===== src/rtl/serial_popcount_capture_pkg.sv =====
// Shared types and constants for the serial popcount capture stage and its
// 7-segment display decoder.
package serial_popcount_capture_pkg;

  localparam int unsigned SEG_WIDTH = 7;
  localparam int unsigned NIB_W     = 4;

  typedef enum logic {
    IDLE  = 1'b0,
    SHIFT = 1'b1
  } state_e;

  // Active-high segment patterns for hex digits 0..F, bit0 = segment a.
  localparam logic [SEG_WIDTH-1:0] SEG_TABLE [16] = '{
    7'h3F, 7'h06, 7'h5B, 7'h4F, 7'h66, 7'h6D, 7'h7D, 7'h07,
    7'h7F, 7'h6F, 7'h77, 7'h7C, 7'h39, 7'h5E, 7'h79, 7'h71
  };

endpackage


===== src/rtl/seg7_hex_decoder.sv =====
// Combinational hex nibble to 7-segment decoder with optional common-anode
// inversion.
module seg7_hex_decoder
  import serial_popcount_capture_pkg::*;
#(
  parameter bit SEG_INVERT = 1'b0
) (
  input  logic [NIB_W-1:0]     nib_i,
  output logic [SEG_WIDTH-1:0] seg_o
);

  assign seg_o = SEG_TABLE[nib_i] ^ {SEG_WIDTH{SEG_INVERT}};

endmodule


===== src/rtl/serial_popcount_capture.sv =====
// Strobe-clocked serial word capture; displays the popcount of the last word
// or the completed-word counter on a registered 7-segment digit.
module serial_popcount_capture
  import serial_popcount_capture_pkg::*;
#(
  parameter int unsigned WORD_BITS  = 8,
  parameter bit          SEG_INVERT = 1'b0
) (
  input  logic [7:0] io_in,
  output logic [7:0] io_out
);

  localparam int unsigned BCNT_W = 4;
  localparam logic [SEG_WIDTH-1:0] SEG_RST = SEG_TABLE[0] ^ {SEG_WIDTH{SEG_INVERT}};

  logic clk, rst, din, strobe, mode, abort;
  logic unused_reserved;

  assign clk             = io_in[0];
  assign rst             = io_in[1];
  assign din             = io_in[2];
  assign strobe          = io_in[3];
  assign mode            = io_in[4];
  assign abort           = io_in[5];
  assign unused_reserved = ^io_in[7:6];

  function automatic logic [NIB_W-1:0] popcount(input logic [WORD_BITS-1:0] w);
    logic [NIB_W-1:0] c;
    c = '0;
    for (int unsigned i = 0; i < WORD_BITS; i++) begin
      c = c + NIB_W'(w[i]);
    end
    return c;
  endfunction

  state_e                 state_q, state_d;
  logic [WORD_BITS-1:0]   sr_q, sr_d;
  logic [WORD_BITS-1:0]   hold_q, hold_d;
  logic [BCNT_W-1:0]      bit_cnt_q, bit_cnt_d;
  logic [NIB_W-1:0]       frame_q, frame_d;
  logic                   tgl_q, tgl_d;
  logic                   strobe_q;
  logic [SEG_WIDTH-1:0]   seg_q, seg_d;

  logic                   cap_c;
  logic                   last_bit_c;
  logic [WORD_BITS-1:0]   sr_shift_c;
  logic [NIB_W-1:0]       nib_c;
  logic [SEG_WIDTH-1:0]   seg_c;

  assign cap_c      = strobe & ~strobe_q;
  assign last_bit_c = (bit_cnt_q == BCNT_W'(WORD_BITS - 1));
  assign sr_shift_c = {sr_q[WORD_BITS-2:0], din};

  // State register plus datapath flops
  always_ff @(posedge clk) begin
    if (rst) begin
      state_q   <= IDLE;
      sr_q      <= '0;
      hold_q    <= '0;
      bit_cnt_q <= '0;
      frame_q   <= '0;
      tgl_q     <= 1'b0;
      strobe_q  <= 1'b0;
      seg_q     <= SEG_RST;
    end else begin
      state_q   <= state_d;
      sr_q      <= sr_d;
      hold_q    <= hold_d;
      bit_cnt_q <= bit_cnt_d;
      frame_q   <= frame_d;
      tgl_q     <= tgl_d;
      strobe_q  <= strobe;
      seg_q     <= seg_d;
    end
  end

  // Next state: abort always wins over a coincident capture
  always_comb begin
    state_d = state_q;
    if (abort) begin
      state_d = IDLE;
    end else if (cap_c) begin
      case (state_q)
        IDLE:    state_d = SHIFT;
        SHIFT:   state_d = last_bit_c ? IDLE : SHIFT;
        default: state_d = IDLE;
      endcase
    end
  end

  // Datapath updates driven by the current state
  always_comb begin
    sr_d      = sr_q;
    hold_d    = hold_q;
    bit_cnt_d = bit_cnt_q;
    frame_d   = frame_q;
    tgl_d     = tgl_q;
    if (abort) begin
      sr_d      = '0;
      bit_cnt_d = '0;
    end else if (cap_c) begin
      sr_d = sr_shift_c;
      case (state_q)
        IDLE: bit_cnt_d = BCNT_W'(1);
        SHIFT: begin
          if (last_bit_c) begin
            hold_d    = sr_shift_c;
            frame_d   = frame_q + NIB_W'(1);
            tgl_d     = ~tgl_q;
            bit_cnt_d = '0;
          end else begin
            bit_cnt_d = bit_cnt_q + BCNT_W'(1);
          end
        end
        default: bit_cnt_d = '0;
      endcase
    end
  end

  assign nib_c = mode ? frame_q : popcount(hold_q);

  seg7_hex_decoder #(
    .SEG_INVERT (SEG_INVERT)
  ) u_seg7 (
    .nib_i (nib_c),
    .seg_o (seg_c)
  );

  assign seg_d  = seg_c;
  assign io_out = {tgl_q, seg_q};

endmodule


===== config.mk =====
export PLATFORM = sky130hd
export DESIGN_NAME = serial_popcount_capture
export DESIGN_NICKNAME = d
export VERILOG_FILES = /design/src/rtl/serial_popcount_capture_pkg.sv /design/src/rtl/seg7_hex_decoder.sv /design/src/rtl/serial_popcount_capture.sv
export SDC_FILE = /design/constraint.sdc
export NUM_CORES = 1
export LEC_CHECK = 0
export ABC_AREA = 1
export CORE_UTILIZATION = 40
export CTS_CLUSTER_DIAMETER = 40
export CTS_CLUSTER_SIZE = 28
export DETAILED_ROUTE_END_ITERATION = 8
export HOLD_SLACK_MARGIN = 0.12
export PLACE_DENSITY = 0.58
export SETUP_SLACK_MARGIN = 0.3
export SLEW_MARGIN = 20
export SYNTH_ARGS = -nofsm -noshare
export SYNTH_HDL_FRONTEND = slang
export SYNTH_HIERARCHICAL = 1
export SYNTH_SLANG_ARGS = --single-unit

===== constraint.sdc =====
create_clock -name io_in -period 3.78 [get_ports io_in]
set_input_delay 0.756 -clock io_in [delete_from_list [all_inputs] [get_ports io_in]]
set_output_delay 0.756 -clock io_in [all_outputs]
set_load 0.02 [all_outputs]

==> metrics, run 1 <==
status=aborted with a tool error; failing step=global routing (5_1_grt); Log Error=[ERROR GRT-0232] Routing congestion too high. Check the congestion heatmap in the GUI.; Ports=16; worst endpoint type=sequential cell input; library cells used by synthesis=22; DP Worst Slack=approximately 120 ps; sequential area share after synthesis=0.382; Post-Syn Nets=259; Placer Congestion=between 0.7 and 0.8; Syn Std Cell Area=1730 µm²; worst endpoint after global-route timing repair=seg_q[2]$_SDFF_PP1_/D; # port buffers=8; Final HPWL DP=between 2000 and 2500 µm; largest net degree at the start of global routing=15; Chip Width=67.7 µm; Mapped Avg Cell Area=7.35 µm²; Die Y-Extent=67.7 µm; total grt overflow=around 700; yosys warns=6; placed cell count=286; total track usage=0.791; Post-Synthesis Cells=235; Yosys reg bits=33; Initial Util=0.423; placed cell area=1880 µm²; FP Rows=23
==> synth_stat cells <==
master,instances,area [µm²]
a211oi_1,1,7.51
a21oi_1,18,90.1
a21oi_2,3,26.3
buf_2,1,5.00
buf_4,2,15.0
buf_6,1,11.3
clkbuf_1,3,11.3
dfxtp_1,33,661
fa_1,4,80.1
ha_1,12,150
inv_1,32,120
inv_2,2,7.51
nand2_1,72,270
nand2_2,3,18.8
nand3_1,9,45.0
nand4_1,2,12.5
nor2_1,14,52.6
nor2_4,2,22.5
o21ai_0,12,60.1
o22ai_1,1,6.26
or2_2,6,37.5
xor2_1,2,17.5
==> routing by layer <==
metal / GRT overflow / GRT usage
met2: 14 / 0.397
met4: 542 / 2.37
met1: 0 / 0.329
met3: 142 / 1.11
met5: 4 / 0.650
==> logic make-up after synthesis <==
group                      share of synthesized area
DFF                                            0.382
AOI/OAI and AO/OA                              0.110
adders and majority gates                      0.133
and+or+nand+nor                                0.266
buffers and inverters                         0.0985
xor gates and xnor gates                      0.0101
==> through the flow <==
stage,utilization,hold WS (ps)
2_1_floorplan,-,107
3_3_place_gp,0.459,61.7
3_5_place_dp,0.459,61.7
4_1_cts,0.955,107
==> timing repair <==
item,4_1_cts
resized for setup,22
hold buffers,0
endpoints found under the setup margin,10
setup buffers,6
cloned,0
pin swaps,10
hold endpoints to repair,0
==> run 2, diff against run 1 <==
--- a/config.mk
+++ b/config.mk
@@ -6,13 +6,9 @@
 export NUM_CORES = 1
 export LEC_CHECK = 0
 export ABC_AREA = 1
-export CORE_UTILIZATION = 40
-export CTS_CLUSTER_DIAMETER = 40
-export CTS_CLUSTER_SIZE = 28
+export CORE_UTILIZATION = 25
 export DETAILED_ROUTE_END_ITERATION = 8
-export HOLD_SLACK_MARGIN = 0.12
-export PLACE_DENSITY = 0.58
-export SETUP_SLACK_MARGIN = 0.3
+export PLACE_DENSITY_LB_ADDON = 0.15
 export SLEW_MARGIN = 20
 export SYNTH_ARGS = -nofsm -noshare
 export SYNTH_HDL_FRONTEND = slang
==> constraint.sdc (replaced) <==
create_clock -name io_in -period 4.9 [get_ports io_in]
set_input_delay 0.98 -clock io_in [delete_from_list [all_inputs] [get_ports io_in]]
set_output_delay 0.98 -clock io_in [all_outputs]
set_load 0.02 [all_outputs]
==> run 2 against run 1 <==
  * The flow now finishes, with violations (design-rule violations)
  * Synthesized cell count stayed put
  * Area after synthesis stayed put
==> metrics, run 2 <==
number of diodes=0; P_int=2.88 mW; Final Instance Area=~3700 µm²; Reg clk slew, reported paths=about 90 ps; largest net degree at the start of global routing=15; Fin Hold WS=110 ps; Post-Syn Nets=259 (unchanged); Die ar.=7250 µm²; reg2reg end=seg_q[5]; CTS tree=yes; Finished Core Util=0.576; failing checks=design-rule violations; Syn Std Cell Area=1730 µm² (unchanged); commonest cells in the netlist=72 x nand2_1, 33 x dfxtp_1, 32 x inv_1, 18 x a21oi_1, 14 x nor2_1 (unchanged); Worst Tran Pin Value=around 1100 ps; biggest regs=hold_q (8), seg_q (7), sr_q (7); GRT Max-Usage Layer=met4; critical-path cell list=fa_1, inv_1, fa_1, fa_1, inv_1, ha_1, inv_1, fa_1, o21ai_2, clkbuf_8, clkbuf_8, ha_1, clkbuf_8, clkbuf_8, clkbuf_8, inv_1, nand2_1, clkbuf_8, clkbuf_8, nand2_1, nand2_1, nand2_1, or2_2; hold-fix buffer count after cts=0 (unchanged); DR vias=2400; max FFs per register=8; Yosys reg bits=33 (unchanged); Final HPWL DP=2440 µm (was 2320 µm); mux share of post-synthesis cell area=0 (unchanged); Critical Path AT=4860 ps; final setup margin=239 ps; Initial DRC Count=369; Startpoint Class=register; top-area cell type share of the netlist area=0.382 (unchanged); Final setup viols=0; number of global-route vias before repair=3706; library cells used by synthesis=22 (unchanged); Post-Synth Adder-Cell Area=0.133 (unchanged); Post-layout nets=roughly 400; Core ar.=6490 µm²; critical path peak fanout=2; critical path's top delay family=adder cells; wire per inst=16.5 µm; Top FF cell, synth=dfxtp_1 (unchanged); drt total wl=~8000 µm; most common cell in the netlist=nand2_1 (unchanged); GRT met1 Usage=0.169; initial antenna violation count=0; Slowest cell on crit path=fa_1; Synth Area in Simple Gates=0.266 (unchanged); setup tns final=0 ps; Peak VDD IR=0.325 mV; first-pass GRT wire length=roughly 14000 µm; Die Y-Extent=85.1 µm (was 67.7 µm); Slew HR=0.283; Yosys top cell by area=dfxtp_1 (unchanged); Top cell by count, worst path=clkbuf_8; DP Worst Slack=929 ps (was 124 ps); FP Rows=29 (was 23); Seq pwr share=0.066; reg2reg start=hold_q[0]; met2 usage=0.257; CP Class=reg2reg; Post-Synthesis Cells=235 (unchanged); Crit path largest cell delay=530 ps; Placer Congestion=0.813 (was 0.720); routed vias/inst=just over 5; top post-synthesis cells by area=dfxtp_1 38%, nand2_1 16%, ha_1 8.7% (unchanged); RSZ-0062 raised after global routing=false; Compound-Gate Fraction of Synth Area=0.110 (unchanged); # port buffers=8 (unchanged); Tcrit/Tclk final=0.951; worst skew pair latency=about 310 ps; Final Max Tran Viols=0; commonest non-fill, non-tap cell in the layout=clkbuf_8; placed cell area=1860 µm² (was 1880 µm²); largest family of logic cells by synthesized area=simple AND/OR/NAND/NOR gates (unchanged); Sw Ratio=0.362; post-layout min period=4660 ps; XOR/XNOR Fraction of Synth Area=0.0101 (unchanged); total track usage=0.284; Initial Util=0.266 (was 0.423); HP Class=clk2reg; DR DRC count=24; Clock Power Share=0.934; pwr dens=1210 nW/µm²; worst reg2reg path depth=23; hold_sp=io_in[2]; status=finished with violations (was aborted with a tool error); Ports=16 (unchanged); most flop-heavy register=hold_q; sequential area share after synthesis=0.382 (unchanged); Hold EP=hold_q[0]; LEAKAGE=around 1.8 nW; share of cells above drive strength 1=0.353; max cap viols=0; yosys warns=6 (unchanged); Gate power share=0; Mapped Avg Cell Area=7.35 µm² (unchanged); CP Capture Type=register; flop2flop setup slack=240 ps; Worst EP required=5100 ps; worst hold path depth=4; Routed Antenna Nets=0; async set-reset flop share out of synthesis=0 (unchanged); total grt overflow=0; Final Hold Violating Endpoints=0; NetSw=1.64 mW; most frequent cells in the layout=95 x clkbuf_8, 72 x nand2_1, 59 x inv_1; area delta synth->final=116%; drt first pass iters=9; WP buf/inv=11; Post-synth EDFFs=0 (unchanged); maximum clock rate=around 0.21 GHz; Chip Width=85.1 µm (was 67.7 µm); met3 global-route usage=0.396; clk_skew=roughly 24 ps
[run 2: worst max-delay path by stage]
stage	start	end	depth (start not counted)
2_1_floorplan	hold_q[0]	seg_q[3]	16
3_3_place_gp	hold_q[0]	seg_q[3]	16
4_1_cts	hold_q[0]	seg_q[5]	23
3_5_place_dp	hold_q[0]	seg_q[3]	16
6_report	hold_q[0]	seg_q[5]	23
5_1_grt	hold_q[0]	seg_q[5]	23
[run 2: metrics by stage]
step	cells	power, mW
5_1_grt	477	4.94
3_3_place_gp	313	1.02
4_1_cts	477	4.59
2_1_floorplan	235	1.11
6_report	477	4.52
3_5_place_dp	313	1.02
[run 2: cells by family after synthesis]
family | count (synthesis)
adder cells (fa/ha/maj) | 16
buffers and inverters | 41
AND/OR/NAND/NOR | 108
flip-flops | 33
AO/OA/AOI/OAI | 35
XOR/XNOR | 2
[run 2: routing by layer]
metal / vias to the layer above / share of wire / wire length, µm
met1: 1035 / 0.34 / 2680
li1: 1035 / - / -
met3: 98 / 0.15 / 1210
met2: 232 / 0.41 / 3200
met5: - / 0 / 0
met4: 0 / 0.10 / 787
[run 2: area by class of cell]
type | instances | area, µm²
Clock buffer | 117 | 1600
Clock inverter | 63 | 332
Fill cell | 504 | 2760
Inverter | 18 | 67.6
Multi-Input combinational cell | 161 | 901
Sequential cell | 33 | 661
Tap cell | 77 | 96.3
Timing Repair Buffer | 8 | 80.1
[run 2: power by group through the flow]
stage | sequential [mW] | combinational [mW] | clock [mW]
after floorplan | 0.309 | 0.000000141 | 0.797
after global placement | 0.309 | 0.000000162 | 0.712
after detailed placement | 0.309 | 0.000000162 | 0.712
after CTS | 0.300 | 0.000000162 | 4.29
after global routing | 0.300 | 0.000000162 | 4.64
final | 0.300 | 0.000000162 | 4.22
[run 2: worst register-to-register path, cell delays in order, from the launching register on]
cell	delay, ps
dfxtp_1	320
fa_1	530
inv_1	50
fa_1	490
fa_1	410
inv_1	70
ha_1	150
inv_1	60
fa_1	510
o21ai_2	230
clkbuf_8	180
clkbuf_8	130
ha_1	230
clkbuf_8	160
clkbuf_8	120
clkbuf_8	110
inv_1	40
nand2_1	60
clkbuf_8	130
clkbuf_8	140
nand2_1	70
nand2_1	80
nand2_1	60
or2_2	270
[run 2: timing repair]
action,CTS,global route
gates resized for setup,0,2
endpoints found under the setup margin,0,6
setup buffers,0,0
Note: power is estimated with default switching activity, not from simulation.
